### src/rtl/led_pkg.sv
// Shared definitions for the LED output stages: envelope state encoding and
// default PWM width / fade step length.
package led_pkg;

    localparam logic [1:0] ST_OFF  = 2'd0;
    localparam logic [1:0] ST_RISE = 2'd1;
    localparam logic [1:0] ST_ON   = 2'd2;
    localparam logic [1:0] ST_FALL = 2'd3;

    typedef enum logic [1:0] {
        OFF  = ST_OFF,
        RISE = ST_RISE,
        ON   = ST_ON,
        FALL = ST_FALL
    } led_state_t;

    localparam int          LED_PWM_W       = 8;
    localparam logic [23:0] LED_STEP_CYCLES = 24'd31_250;

endpackage

### src/rtl/led_pwm_core.sv
// Free-running PWM generator: compares a wrapping counter against the duty
// value and registers the LED drive.
module led_pwm_core
    import led_pkg::*;
#(
    parameter int PWM_W = LED_PWM_W
) (
    input  logic             CLK,
    input  logic             RSTn,
    input  logic [PWM_W-1:0] Duty,
    output logic             LED_Out
);

    localparam logic [PWM_W-1:0] CNT_ONE  = 1;
    localparam logic [PWM_W-1:0] DUTY_MAX = '1;

    logic [PWM_W-1:0] pwm_cnt;

    always_ff @(posedge CLK or negedge RSTn) begin
        if (!RSTn) begin
            pwm_cnt <= '0;
        end else begin
            pwm_cnt <= pwm_cnt + CNT_ONE;
        end
    end

    // Full-scale duty is forced high so the LED has no dark cycle at pwm_cnt = max.
    always_ff @(posedge CLK or negedge RSTn) begin
        if (!RSTn) begin
            LED_Out <= 1'b0;
        end else begin
            LED_Out <= (pwm_cnt < Duty) || (Duty == DUTY_MAX);
        end
    end

endmodule

### src/rtl/led_breath_module.sv
// LED breathing stage: turns the on/off window from the blink generator into
// linear PWM fade-in / fade-out ramps on the LED pin.
module led_breath_module
    import led_pkg::*;
#(
    parameter int          PWM_W       = LED_PWM_W,
    parameter logic [23:0] STEP_CYCLES = LED_STEP_CYCLES
) (
    input  logic             CLK,
    input  logic             RSTn,
    input  logic             LED_In,
    output logic             LED_Out,
    output logic             Ramp_Busy,
    output logic [PWM_W-1:0] Duty
);

    localparam logic [PWM_W-1:0] DUTY_ONE = 1;
    localparam logic [PWM_W-1:0] DUTY_MAX = '1;

    logic             rIn;
    led_state_t       state;
    led_state_t       state_nxt;
    logic [PWM_W-1:0] duty_nxt;
    logic [23:0]      step_cnt;
    logic             tick;

    always_ff @(posedge CLK or negedge RSTn) begin
        if (!RSTn) begin
            rIn <= 1'b0;
        end else begin
            rIn <= LED_In;
        end
    end

    assign Ramp_Busy = (state == RISE) || (state == FALL);
    assign tick      = Ramp_Busy && (step_cnt == STEP_CYCLES - 24'd1);

    // Timer only runs while ramping and restarts on every state change so a
    // reversal always waits a full step before the first duty change.
    always_ff @(posedge CLK or negedge RSTn) begin
        if (!RSTn) begin
            step_cnt <= '0;
        end else if (!Ramp_Busy || tick || (state_nxt != state)) begin
            step_cnt <= '0;
        end else begin
            step_cnt <= step_cnt + 24'd1;
        end
    end

    always_ff @(posedge CLK or negedge RSTn) begin
        if (!RSTn) begin
            state <= OFF;
            Duty  <= '0;
        end else begin
            state <= state_nxt;
            Duty  <= duty_nxt;
        end
    end

    // A window reversal takes priority over a pending step; duty saturates at both ends.
    always_comb begin
        state_nxt = state;
        duty_nxt  = Duty;
        case (state)
            OFF: begin
                duty_nxt = '0;
                if (rIn) begin
                    state_nxt = RISE;
                end
            end
            RISE: begin
                if (!rIn) begin
                    state_nxt = FALL;
                end else if (tick) begin
                    if (Duty != DUTY_MAX) begin
                        duty_nxt = Duty + DUTY_ONE;
                    end
                    if (Duty >= DUTY_MAX - DUTY_ONE) begin
                        state_nxt = ON;
                    end
                end
            end
            ON: begin
                duty_nxt = DUTY_MAX;
                if (!rIn) begin
                    state_nxt = FALL;
                end
            end
            FALL: begin
                if (rIn) begin
                    state_nxt = RISE;
                end else if (tick) begin
                    if (Duty != '0) begin
                        duty_nxt = Duty - DUTY_ONE;
                    end
                    if (Duty <= DUTY_ONE) begin
                        state_nxt = OFF;
                    end
                end
            end
            default: begin
                state_nxt = OFF;
                duty_nxt  = '0;
            end
        endcase
    end

    led_pwm_core #(
        .PWM_W (PWM_W)
    ) u_pwm_core (
        .CLK     (CLK),
        .RSTn    (RSTn),
        .Duty    (Duty),
        .LED_Out (LED_Out)
    );

endmodule

### config.mk
export PLATFORM = sky130hd
export DESIGN_NAME = led_breath_module
export DESIGN_NICKNAME = d
export VERILOG_FILES = /design/src/rtl/led_pkg.sv /design/src/rtl/led_pwm_core.sv /design/src/rtl/led_breath_module.sv
export SDC_FILE = /design/constraint.sdc
export NUM_CORES = 1
export LEC_CHECK = 0
export ABC_CLOCK_PERIOD_IN_PS = 2700
export CORE_ASPECT_RATIO = 1.1
export CORE_MARGIN = 4
export CORE_UTILIZATION = 35
export DETAILED_ROUTE_END_ITERATION = 7
export DONT_BUFFER_PORTS = 1
export RECOVER_POWER = 50
export SLEW_MARGIN = 20
export SYNTH_ARGS = -nofsm -noshare
export SYNTH_HDL_FRONTEND = slang
export SYNTH_SLANG_ARGS = --single-unit
### constraint.sdc
create_clock -name CLK -period 2.7 [get_ports CLK]
set_input_delay 0.675 -clock CLK [delete_from_list [all_inputs] [get_ports CLK]]
set_output_delay 0.675 -clock CLK [all_outputs]
set_load 0.1 [all_outputs]
* After elaboration in Yosys (flattened, before gate mapping)
Cells that the tools add are included.
** Storage, ports and cells
- Bits in registers :: 44
- Latch bits :: 0
- Memory bits (writable) :: 0
- Memory bits (read-only) :: 0
- Bits of input ports :: 3
- Output and inout bits :: 10
- Logic and storage cells :: 52
- Memories kept :: 0
** Operators by class
- $add $sub $neg :: 4
- Multiply operators :: 0
- Div/mod/pow operators :: 0
- $lt $le $gt $ge :: 3
- Eq/ne operators :: 13
- Shifts and indexed selects :: 0
- Muxes and demuxes :: 17
- Bitwise gates (word level) :: 0
- Reductions and logical operators :: 9
** Operators with widths (number)
- 8-bit two-way mux :: 6
- 8-bit one-hot mux with 4 select lines :: 1
- 24-bit by 1-bit adder with 24-bit output (second input constant) :: 1
- 24-bit by 15-bit equality test with 1-bit output (second input constant) :: 1
- 24-bit two-way mux :: 1
- 8-bit by 1-bit adder with 8-bit output (second input constant) :: 2
- 2-bit two-way mux :: 8
- 8-bit equality test (second input constant) :: 1
- 8-bit >= comparator (second input constant) :: 1
- 8-bit by 1-bit <= comparator with 1-bit output (second input constant) :: 1
- 8-bit less-than comparator :: 1
- 2-bit inequality test (second input constant) :: 4
- 8-bit inequality test (second input constant) :: 1
- 2-bit one-hot mux with 4 select lines :: 1
- 8-bit nonzero test :: 1
- 8-bit by 1-bit subtractor with 8-bit output (second input constant) :: 1
- 6-bit AND reduction :: 1
- 2-bit equality test (second input constant) :: 2
- 1-bit logical OR :: 4
- 2-bit by 1-bit inequality test with 1-bit output (second input constant) :: 2
- 2-bit by 1-bit equality test with 1-bit output (second input constant) :: 1
- 2-bit zero test :: 1
- 2-bit inequality test :: 1
- 1-bit logical AND :: 1
- 1-bit zero test :: 1

* Longest topological paths before layout
- Depth after elaboration :: 9
- Mapped depth :: 8
- Mapped depth without buffers :: 7

* Cells and area by module
A second synthesis with hierarchy kept.
** Unflattened totals
- Cell total of the unflattened synthesis :: 296
- Area, all modules :: 2691.3 µm²
** By module, submodules not included
- led_breath_module :: times used 1, cells an instance 245, area each 2159.6 µm², sequential area each 875.8 µm²
- led_pwm_core :: times used 1, cells an instance 51, area each 531.8 µm², sequential area each 225.2 µm²

* Worst setup path before layout
OpenSTA, ideal clock, no wires.
- Kind :: register -> register
- Start :: register Duty[0]
- End :: register Duty[3]
- Setup time :: 0.125 ns
- Arrival :: 2.490 ns
- Required time :: 2.575 ns
- Slack :: 0.086 ns
- Cell stages (with the launch flop) :: 7
- Path buffers :: 0
- Clock period less this slack :: 2.614 ns
- Path through :: dfrtp_1 > inv_1 > ha_1 > a41o_1 > a211oi_4 > nand2b_1 > mux2_2
** On the way
- Longest elaborated chain between the ends :: 5
- Elaborated cells between the ends (all ways) :: 14
- Those cells by class :: 2 x add/sub; 3 x eq/ne; 7 x mux; 2 x reduce/logical
** Ends and longest elaborated chain
- from (decl) :: RTL line led_breath_module.sv:14 : output logic [PWM_W-1:0] Duty
- from (signal assigned) :: RTL line led_breath_module.sv:56 : Duty <= duty_nxt;
- 8-bit by 1-bit subtractor with 8-bit output or 8-bit by 1-bit adder with 8-bit output (tied branches) :: RTL line led_breath_module.sv:94, led_breath_module.sv:76
- 8-bit two-way mux, on equally long branches :: RTL line led_breath_module.sv:93, led_breath_module.sv:75
- 8-bit two-way mux, on equally long branches :: RTL line led_breath_module.sv:92, led_breath_module.sv:74
- 8-bit two-way mux, on equally long branches :: RTL line led_breath_module.sv:90, led_breath_module.sv:72
- 8-bit one-hot mux with 4 select lines :: RTL line led_breath_module.sv:64 : case (state)
Several ways; a longest one is shown, not always the timed one. The select of a mux whose other input is x is not followed.
A chain may end at the register's enable or synchronous reset.

* Worst setup path in the final report
- Start :: register Duty[1]
- End :: register Duty[1]
Same word-level chain as after synthesis.

==> qor.csv <==
metric;value;unit
status;completed;
Distinct cells, synth;56;
GR Util All Layers;0.1342;
worst-case clock buffer depth;2;
Die Span Y;100.0;um
CTS tree;yes;
Initial Util;0.3606;
routed len/inst;14.21;um
nets;310;
Overall Power;2091;uW
PwrDens;710.5;nW/um^2
initial antenna violation count;0;
core area;7473;um^2
Worst Hold Class;in2async;
I/O pin count;13;
vias in the first global route;2130;
post-CTS setup buffer count;0;
final instance area;2943;um^2
clock sinks;44;
final setup TNS;0;ns
Worst setup SP type;flop;
largest net degree at the start of global routing;45;
die area;9170;um^2
Worst Tran Pin Value;0.4782;ns
clock skew;0.01088;ns
Data arrival, critical path;2.31;ns
crit end category;flop;
max_cap viols;0;
DP Area;2849;um^2
number of synthesized register bits;44;
Avg Cell Area, Syn;9.423;um^2
total wire length;5654;um
ant diodes;0;
antenna-violating nets left;0;
vias per std cell;5.241;
Post-CTS Hold Buffers;0;
Worst-path clk slew;0.09;ns
RSZ-0062 raised after global routing;false;
Top FF cell, synth;dfrtp_1;
Fmax;470.2;MHz
Tmin final;2.127;ns
r2r setup slk;0.57;ns
async set-or-reset flop fraction in the synthesized netlist;1.000;
I/O Buffers;0;
gpl congestion;0.8698;
Via Count;2086;
Post-synth EDFFs;0;
crit-path max FO;8;
ratio of cells with drive above 1 in the final layout;0.1058;
Post-CTS Resized;0;
leakage;0.001238;uW
Iter 0 DRT Violations;94;
num rows;33;
Gate Count Post-Synth;286;
total grt overflow;0;
fin crit share;0.7876;
first-pass GRT wire length;10190;um
sequential share of the synthesized area;0.4085;
area grow syn2layout;9.192;%
yosys warns;0;
Worst Path Required;2.88;ns
Syn Nets;304;
drt first pass iters;4;
H-tree Lvls;2;
Slew HR;0.6800;
post-synthesis cell area;2695;um^2
worst-skew pair later-pin latency;0.30;ns
Hold Violations, Final;0;
number of fill cells;748;
Post-route DRC;0;
Crit Path Class;reg2reg;
TritonCTS Buffers;5;
root buffer cell;clkbuf_8;
Post-DP HPWL;4043;um
Peak supply drop;0.0004792;V
final setup vio count;0;
DIE WIDTH;91.67;um
max-slew violation count;0;
-- Yosys cell counts, types with 7 or more instances --
| cell type | n | area share |
|---|---|---|
| nand4_1 | 8 | 0.019 |
| nor2_1 | 40 | 0.056 |
| xor2_1 | 12 | 0.039 |
| nand2_1 | 13 | 0.018 |
| nand3_1 | 14 | 0.026 |
| xnor2_1 | 18 | 0.058 |
| inv_1 | 15 | 0.021 |
| ha_1 | 15 | 0.070 |
| a21oi_1 | 7 | 0.013 |
| nor3_1 | 11 | 0.020 |
| dfrtp_1 | 44 | 0.41 |
-- flip-flops by register name, summed over array words and instances, names as in the netlist --
| register | count |
|---|---|
| rIn | 1 |
| u_pwm_core.LED_Out | 1 |
| Duty | 8 |
| state | 2 |
| u_pwm_core.pwm_cnt | 8 |
| step_cnt | 24 |
-- report_power, final --
group	total, uW	switching [uW]	internal (uW)
logic	836	620	216
registers	813	100	713
clock network	442	234	208
-- per-layer routing --
layer  GRT usage  part of all wire
met1      0.1794              0.44
met2      0.2260              0.50
met3     0.02399             0.053
met4     0.03248            0.0080
met5           0                 0
-- layout make-up --
class	instances	area (um^2)	area share
Clock inverter	1	7.507	0.002551
Clock buffer	7	86.33	0.02934
Inverter	16	60.06	0.02041
Tap cell	105	131.4	0.04464
Multi-Input combinational cell	212	1459	0.4957
Timing Repair Buffer	13	97.59	0.03316
Sequential cell	44	1101	0.3742
-- worst max-delay path: stages (launching register included) --
cell and delay, ns:
dfrtp_1 0.47, inv_1 0.16, ha_1 0.21, a41o_1 0.24, a211oi_4 0.37, buf_4 0.24, mux2i_1 0.25, a2bb2oi_2 0.08
-- layout by cell type (no fill, tap or decap), types with 5 or more instances in the layout --
| cell type | netlist | layout |
|---|---|---|
| nand2b_1 | 5 | 5 |
| nand2_1 | 13 | 13 |
| a21oi_1 | 7 | 7 |
| and3_1 | 6 | 6 |
| ha_1 | 15 | 15 |
| clkbuf_8 | 0 | 6 |
| dfrtp_1 | 44 | 44 |
| nor3_1 | 11 | 11 |
| inv_1 | 15 | 15 |
| xor2_1 | 12 | 12 |
| nand4_1 | 8 | 8 |
| nand3_1 | 14 | 14 |
| o21ai_0 | 6 | 6 |
| buf_4 | 2 | 13 |
| and4_1 | 6 | 6 |
| nor2_1 | 40 | 40 |
| xnor2_1 | 18 | 18 |
-- path summary, 6_finish.rpt --
kind,startpoint,to,cells past startpoint
setup / recovery,Duty[1],Duty[1],7
hold / removal,RSTn,step_cnt[12],0
setup reg to reg,Duty[1],Duty[1],7
hold reg to reg,u_pwm_core.pwm_cnt[7],u_pwm_core.pwm_cnt[7],1
max in group asynchronous,RSTn,state[1],0
min in group CLK,LED_In,rIn,0
-- per-stage QoR --
stage                 util  std cells  setup slack, ns  hold WS [ns]
floorplan                -        286          0.08578        0.3794
global placement    0.3812        390           0.7078        0.3817
detailed placement  0.3812        390           0.6549        0.3816
CTS                 0.3938        398           0.6285       0.04846
global route        0.3938        398           0.4589       0.03946
finish              0.3938        398           0.5734       0.05763
-- cells by family after synthesis --
kind of cell / synth area share
buffers and inverters: 0.05013
XOR/XNOR: 0.09749
AO/OA/AOI/OAI: 0.1332
adder cells (fa/ha/maj): 0.06964
flip-flops: 0.4085
AND/OR/NAND/NOR: 0.2331
multiplexers: 0.007892
Power figures use the tool's default switching activity.
